--- config.mk ---
export PLATFORM = sky130hd
export DESIGN_NAME = axis_lcd_frame_sched
export DESIGN_NICKNAME = d
export VERILOG_FILES = /design/src/rtl/axis_lcd_frame_sched.sv
export SDC_FILE = /design/constraint.sdc
export NUM_CORES = 1
export LEC_CHECK = 0
export CORE_MARGIN = 2
export CORE_UTILIZATION = 52
export CTS_CLUSTER_SIZE = 16
export DETAILED_ROUTE_END_ITERATION = 8
export PLACE_DENSITY_LB_ADDON = 0.08
export SYNTH_ARGS = -nofsm -noshare
export SYNTH_HDL_FRONTEND = slang
export SYNTH_SLANG_ARGS = --single-unit
--- constraint.sdc ---
create_clock -name clk -period 2.3 [get_ports clk]
set_input_delay 0.345 -clock clk [delete_from_list [all_inputs] [get_ports clk]]
set_output_delay 0.345 -clock clk [all_outputs]
set_load 0.005 [all_outputs]
--- src/rtl/axis_lcd_frame_sched.sv ---
// axis_lcd_frame_sched
//   Write-side frame scheduler between an AXI4-Stream video source and the
//   pixel FIFO that feeds the LCD driver. It arms on the LCD frame sync and
//   admits a frame only from a tuser start-of-frame beat. It tracks the
//   x/y position inside the frame and checks the line and frame geometry.
//   Malformed data is discarded until the next start-of-frame. tready is
//   throttled with watermark hysteresis on the FIFO fill count.
//
// Ports
//   clk, rst        clock and synchronous active-high reset
//   enable          scheduler enable; only takes effect at frame boundaries
//   lcd_framesync   one-cycle frame-start pulse, already in the clk domain
//   axis_tvalid     stream beat valid
//   axis_tuser      start-of-frame marker
//   axis_tlast      end-of-line marker
//   axis_tready     stream ready
//   fifo_full       FIFO full flag
//   fifo_wr_cnt     FIFO write-side fill count
//   fifo_wr_en      FIFO write enable (tdata is wired straight to FIFO din)
//   frame_done      one-cycle pulse after a complete frame
//   err_line_len    one-cycle pulse on a line-length mismatch
//   err_early_sof   one-cycle pulse on a tuser beat in mid-frame
//   frame_cnt       count of completed frames, wraps at 2^16
module axis_lcd_frame_sched #(
  parameter int H_ACTIVE               = 480,
  parameter int V_ACTIVE               = 272,
  parameter int CNT_W                  = 10,
  parameter int FIFO_ALMOSTFULL_DEPTH  = 768,
  parameter int FIFO_ALMOSTEMPTY_DEPTH = 256
) (
  input  logic             clk,
  input  logic             rst,
  input  logic             enable,
  input  logic             lcd_framesync,
  input  logic             axis_tvalid,
  input  logic             axis_tuser,
  input  logic             axis_tlast,
  output logic             axis_tready,
  input  logic             fifo_full,
  input  logic [CNT_W-1:0] fifo_wr_cnt,
  output logic             fifo_wr_en,
  output logic             frame_done,
  output logic             err_line_len,
  output logic             err_early_sof,
  output logic [15:0]      frame_cnt
);

  localparam int XW = $clog2(H_ACTIVE);
  localparam int YW = $clog2(V_ACTIVE + 1);
  localparam logic [XW-1:0]    X_LAST = XW'(H_ACTIVE - 1);
  localparam logic [YW-1:0]    Y_LAST = YW'(V_ACTIVE - 1);
  localparam logic [CNT_W-1:0] AF_LVL = CNT_W'(FIFO_ALMOSTFULL_DEPTH);
  localparam logic [CNT_W-1:0] AE_LVL = CNT_W'(FIFO_ALMOSTEMPTY_DEPTH);

  typedef enum logic [1:0] {IDLE, WAIT_SOF, STREAM, DROP} state_t;

  state_t          state_q, state_d;
  logic [XW-1:0]   x_q, x_d;
  logic [YW-1:0]   y_q, y_d;
  logic            pause_q, pause_d;
  logic [15:0]     frame_cnt_q, frame_cnt_d;
  logic            done_q, done_d;
  logic            err_len_q, err_len_d;
  logic            err_sof_q, err_sof_d;
  logic            acc;
  logic            wr;

  // Hysteresis: set at or above the high mark, clear at or below the low
  // mark, hold in the band between them.
  always_comb begin
    pause_d = pause_q;
    if (fifo_wr_cnt >= AF_LVL)      pause_d = 1'b1;
    else if (fifo_wr_cnt <= AE_LVL) pause_d = 1'b0;
  end

  assign axis_tready = (state_q != IDLE) & ~fifo_full & ~pause_q;
  assign acc         = axis_tvalid & axis_tready;

  always_comb begin
    state_d     = state_q;
    x_d         = x_q;
    y_d         = y_q;
    frame_cnt_d = frame_cnt_q;
    wr          = 1'b0;
    done_d      = 1'b0;
    err_len_d   = 1'b0;
    err_sof_d   = 1'b0;
    unique case (state_q)
      IDLE: begin
        if (enable && lcd_framesync) state_d = WAIT_SOF;
      end
      WAIT_SOF, DROP: begin
        if (acc && axis_tuser) begin
          wr      = 1'b1;
          x_d     = XW'(1);
          y_d     = '0;
          state_d = STREAM;
        end else if (state_q == WAIT_SOF && !enable) begin
          // A disarmed scheduler waiting for SOF falls back to IDLE; DROP
          // belongs to a frame in progress, so enable is ignored there.
          state_d = IDLE;
        end
      end
      STREAM: begin
        if (acc) begin
          if (axis_tuser) begin
            // Restart the frame on this beat.
            err_sof_d = 1'b1;
            wr        = 1'b1;
            x_d       = XW'(1);
            y_d       = '0;
          end else if (axis_tlast != (x_q == X_LAST)) begin
            err_len_d = 1'b1;
            state_d   = DROP;
          end else if (axis_tlast && y_q == Y_LAST) begin
            wr          = 1'b1;
            x_d         = '0;
            y_d         = '0;
            done_d      = 1'b1;
            frame_cnt_d = frame_cnt_q + 16'd1;
            state_d     = enable ? WAIT_SOF : IDLE;
          end else if (axis_tlast) begin
            wr  = 1'b1;
            x_d = '0;
            y_d = y_q + YW'(1);
          end else begin
            wr  = 1'b1;
            x_d = x_q + XW'(1);
          end
        end
      end
      default: state_d = IDLE;
    endcase
  end

  always_ff @(posedge clk) begin
    if (rst) begin
      state_q     <= IDLE;
      x_q         <= '0;
      y_q         <= '0;
      pause_q     <= 1'b0;
      frame_cnt_q <= '0;
      done_q      <= 1'b0;
      err_len_q   <= 1'b0;
      err_sof_q   <= 1'b0;
    end else begin
      state_q     <= state_d;
      x_q         <= x_d;
      y_q         <= y_d;
      pause_q     <= pause_d;
      frame_cnt_q <= frame_cnt_d;
      done_q      <= done_d;
      err_len_q   <= err_len_d;
      err_sof_q   <= err_sof_d;
    end
  end

  // wr is only ever raised on an accepted beat, and acceptance already
  // requires fifo_full = 0.
  assign fifo_wr_en    = wr;
  assign frame_done    = done_q;
  assign err_line_len  = err_len_q;
  assign err_early_sof = err_sof_q;
  assign frame_cnt     = frame_cnt_q;

endmodule

Yosys cells after proc, flatten, opt, wreduce, memory -nomap -nowiden
Index checks and enable logic that the tools add are counted.
Widths: inputs -> output; s select.
{"block": "word_totals", "ff_bits": 40, "in_bits": 18, "output_inout_bits": 21}
{"block": "op_classes", "add_sub_neg": 3, "magnitude_cmp": 2, "n_eq_ne": 14, "muxes": 33, "bitwise_logic": 9, "n_reduce_logical": 17}
{"op": "$mux 9", "n": 12}
{"op": "$pmux 9 s2", "n": 2}
{"op": "$add 9x1->9 const B", "n": 2}
{"op": "$eq 9x9->1 const B", "n": 2}
{"op": "$add 16x1->16 const B", "n": 1}
{"op": "$reduce_and 5->1", "n": 3}
{"op": "$mux 2", "n": 7}
{"op": "$ge 10x10->1 const B", "n": 1}
{"op": "$le 10x9->1 const B", "n": 1}
{"op": "$mux 1", "n": 10}
{"op": "$ne 3x3->1 const B", "n": 3}
{"op": "$ne 2x2->1 const B", "n": 4}
{"op": "$not 1->1", "n": 6}
{"op": "$pmux 2 s3", "n": 1}
{"op": "$reduce_bool 2->1", "n": 3}
{"op": "$reduce_or 5->1", "n": 1}
{"op": "$eq 2x2->1 const B", "n": 2}
{"op": "$logic_and 1x1->1", "n": 4}
{"op": "$ne 4x4->1 const B", "n": 1}
{"op": "$reduce_and 4->1", "n": 1}
{"op": "$reduce_or 4->1", "n": 1}
{"op": "$and 1x1->1", "n": 3}
{"op": "$reduce_or 3->1", "n": 1}
{"op": "$eq 2x1->1 const B", "n": 1}
{"op": "5 further kinds", "n": 5}

Longest topological paths before layout
{"block": "logic_depth", "ltp_word": 7, "depth_mapped": 9, "mapped_depth_nobuf": 6}

Worst setup path before layout
OpenSTA, ideal clock, no wires.
{"block": "synth_path", "path_type": "flip-flop to flip-flop", "from": "reg x_q[0]", "to": "reg x_q[0]", "setup_ns": 0.119, "arrival_ns": 1.880, "required_ns": 2.181, "setup_slack_ns": 0.302, "stages_incl_launch_ff": 8, "n_path_buf": 1, "cell_sequence": "dfxtp_1 -> ha_1 -> and4_1 -> nand4_1 -> a21oi_1 -> clkbuf_1 -> nor2_1 -> o221a_2"}
{"block": "synth_via", "elab_chain_len": 7, "elab_cells_between_ends": 11, "classes_between": "1 x add/sub; 3 x eq/ne; 6 x mux; 1 x reduce/logical"}
{"element": "start, declared", "line_no": "58", "source": "logic [XW-1:0] x_q, x_d;"}
{"element": "start signal, assigned", "line_no": "139", "source": "x_q <= '0;"}
{"element": "start signal, assigned", "line_no": "148", "source": "x_q <= x_d;"}
{"element": "$add 9x1->9", "line_no": "128", "source": "x_d = x_q + XW'(1);"}
{"element": "$mux 9", "line_no": "122", "source": "end else if (axis_tlast) begin"}
{"element": "$mux 9", "line_no": "115", "source": "end else if (axis_tlast && y_q == Y_LAST) begin"}
{"element": "$mux 9", "line_no": "112", "source": "end else if (axis_tlast != (x_q == X_LAST)) begin"}
{"element": "$mux 9", "line_no": "106", "source": "if (axis_tuser) begin"}
{"element": "$mux 9", "line_no": "105", "source": "if (acc) begin"}
{"element": "$pmux 9 s2", "line_no": "88", "source": "unique case (state_q)"}
Parallel ways exist; a longest one is shown, timed or not. The select of a mux whose other input is x is not followed.
A chain may end at the register's enable or synchronous reset.

Worst setup path after layout
{"block": "layout_path", "from": "reg x_q[1]", "to": "out fifo_wr_en"}
{"block": "layout_via", "elab_chain_len": 6}
{"element": "$eq 9x9->1", "line_no": "112"}
{"element": "$ne 1x1->1", "line_no": "112"}
{"element": "$mux 1", "line_no": "112"}
{"element": "$mux 1", "line_no": "106"}
{"element": "$mux 1", "line_no": "105"}
{"element": "$pmux 1 s2", "line_no": "88"}
{"element": "end, declared", "line_no": "41", "source": "output logic fifo_wr_en,"}
No other way between the ends.

==> results by group <==
Detailed routing
  • 1st-pass router iterations: 4
  • Final wirelength: 5230 um
  • DR vias: 2171
  • Routed vias/inst: 5.93
  • Antenna Nets Post-Route: 0
  • DR DRC count: 0
  • DR iter-0 viols: 122
  • WL per Instance: 14.3 um

Clock tree
  • TritonCTS Buffers: 5
  • Htree depth: 2
  • Clock Path Buffers: 2
  • Worst-Skew Late Latency: 310 ps
  • TritonCTS Sinks: 40
  • Root buffer cell: clkbuf_8
  • CTS tree: done
  • Clock-pin slew on the worst setup and hold paths: 90 ps

Logic synthesis
  • Post-Synthesis Cells: 258
  • Synth Area per Inst: 8.05 um^2
  • Post-synthesis register bit count: 40
  • Netlist Area Pre-Place: 2080 um^2
  • Synth Warn #: 0
  • Most frequent cell after synthesis: dfxtp_1
  • Post-synth EDFFs: 0
  • Synth top area cells: dfxtp_1, a21oi_1, o21ai_0
  • Yosys top cell by area: dfxtp_1
  • Ys async rst share: 0
  • Synth top area share: 0.386
  • Most used DFF post-synth: dfxtp_1
  • Yosys cell types: 44
  • Seq/Total Area, Yosys: 0.386
  • Synth cell count leaders: dfxtp_1, a21oi_1, o21ai_0
  • Net Count, Synth: 279

Power and ir drop
  • Maximum VDD drop: 420 uV
  • PD cells: 507 nW/um^2
  • P_leak: 0.940 nW
  • Final Power: 1.41 mW

Timing
  • RSZ-0062 raised after global routing: false
  • # setup viols final: 0
  • Pins Over Slew Limit: 0
  • Max frequency: 468 MHz
  • Worst slew margin: 0.720
  • Fin. Hold Viols: 0
  • Fin crit period: 2140 ps
  • Clk_skew: 8.92 ps
  • Worst Tran Pin Value: 416 ps
  • Final worst-path cycle share: 0.930

Die
  • Die X: 67.2 um
  • Row cnt: 22
  • Initial Util: 0.555
  • Ports: 39
  • Die ar.: 4520 um^2
  • DIE HEIGHT: 67.2 um
  • Core area: 3740 um^2

Setup path
  • CP Data Arrival Time: 1790 ps
  • FF-to-FF Start: x_q[1]$_SDFFE_PP0P_
  • Max FO, Critical Path: 5
  • WS Path Type: reg2out
  • Nature of the critical path startpoint: flop
  • R2R cell count: 7
  • Worst Path Required: 1960 ps
  • Reg2reg setup slack: 190 ps
  • Worst setup EP type: output pin
  • CP startpoint: x_q[1]$_SDFFE_PP0P_
  • Crit-path slowest cell: dfxtp_4
  • CP peak stage delay: 380 ps
  • Worst path bufs/invs: 1
  • CP delay by family, top: simple AND/OR/NAND/NOR gates
  • R2r endpoint: y_q[8]$_SDFFE_PP0P_
  • Cells along the critical path: ha_4, and4_1, nand4_1, a21oi_1, nor2_1, dlygate4sd2_1
  • Stages on the worst setup path: 6

GRT
  • Total track usage: 0.266
  • Antenna violations before repair: 0
  • Remaining global-route overflow: 0
  • First-pass GRT wire length: 9160 um
  • Vias in the first global route: 2054
  • Largest net degree at the start of global routing: 26

Run status
  • Outcome: completed

Finish
  • Fill count: 318
  • Share of cells above drive strength 1: 0.132
  • N_diodes: 0
  • P&R area growth vs syn: 33.6%
  • End-of-flow core utilization: 0.741
  • Layout Nets: 338

Hold path
  • Tightest Hold Check Type: reg2reg
  • Hold Crit Start: y_q[1]$_SDFFE_PP0P_
  • Hold EP: y_q[1]$_SDFFE_PP0P_
  • Hold-critical path depth: 2

Run
  • Max-cap violations: 0

Place
  • DP HPWL: 3800 um
  • Buffers on Ports: 38
  • RD Place Congestion: 0.865
power breakdown:
group	internal [mW]	switching, mW	total (mW)
registers	0.696	0.00530	0.701
clock network	0.321	0.266	0.588
logic	0.0590	0.0585	0.118
total	1.08	0.330	1.41
worst reg2reg max path, stage by stage (launching register included):
cell and delay, ps:
dfxtp_4 380, ha_4 160, nand4_1 170, buf_4 190, nor4_1 320, nand3_1 250, or4_1 510, o21ai_0 80
cell families after synthesis:
kind of cell | count (synthesis) | synth area share
fa+ha+maj | 3 | 0.0181
mux | 1 | 0.00482
compound gates | 78 | 0.218
simple gates | 118 | 0.332
xor+xnor | 1 | 0.00422
flops | 40 | 0.386
buf+inv | 17 | 0.0373
final cells by class:
cell class / instances / area, um^2 / area share
clock inverters: 3 / 42.5 / 0.0153
inverters: 7 / 26.3 / 0.00947
multi-input cells: 201 / 1210 / 0.437
clock buffers: 5 / 68.8 / 0.0248
well taps: 48 / 60.1 / 0.0217
flip-flops and latches: 40 / 806 / 0.290
repair buffers: 62 / 559 / 0.202
worst max-delay path by stage:
stage	to	slack, ps
3_3_place_gp	fifo_wr_en	-40
6_report	fifo_wr_en	160
4_1_cts	fifo_wr_en	180
3_5_place_dp	fifo_wr_en	-20
5_1_grt	fifo_wr_en	70
2_1_floorplan	x_q[0]$_SDFFE_PP0P_	300
placed cells by master, fill, tap and decap left out, types with 5 or more instances in the layout:
cell type	instances
clkbuf_8	5
o21ai_0	26
nand2_1	20
inv_1	6
and3_1	7
or4_1	8
dfxtp_1	38
buf_4	24
a21oi_1	35
clkdlybuf4s50_1	37
nand4_1	10
nand3_1	19
nor2_1	10
or3_1	16
sequential cells by signal, indices dropped and copies added, names as in the netlist:
name,count
state_q,2
frame_done,1
err_early_sof,1
err_line_len,1
pause_q,1
frame_cnt,16
y_q,9
x_q,9
routing by layer:
layer	GRT usage	share of wire	wire length (um)	vias to the layer above
met4	0.115	0.025	129	0
li1	-	-	-	1101
met1	0.334	0.46	2430	1006
met3	0.0400	0.035	184	13
met2	0.454	0.48	2490	51
met5	0	0	0	-
timing repair:
| action | in CTS | in global routing |
|---|---|---|
| gates resized for setup | 6 | 0 |
| setup endpoints to repair | 1 | 0 |
| hold buffers | 0 | 0 |
| buffers inserted | 1 | 0 |
metrics by stage:
step                      setup TNS, ps  instance area [um^2]  hold WS [ps]  instances  worst slack [ps]
final                                 0                  2770           481        366               161
after floorplan                       0                  2080           439        258               302
after detailed placement          -26.7                  2640           466        357             -22.6
after CTS                             0                  2770           481        366               181
after global placement            -38.3                  2640           459        357             -38.3
after global routing                  0                  2770           498        366              69.0
Power figures use the tool's default switching activity.
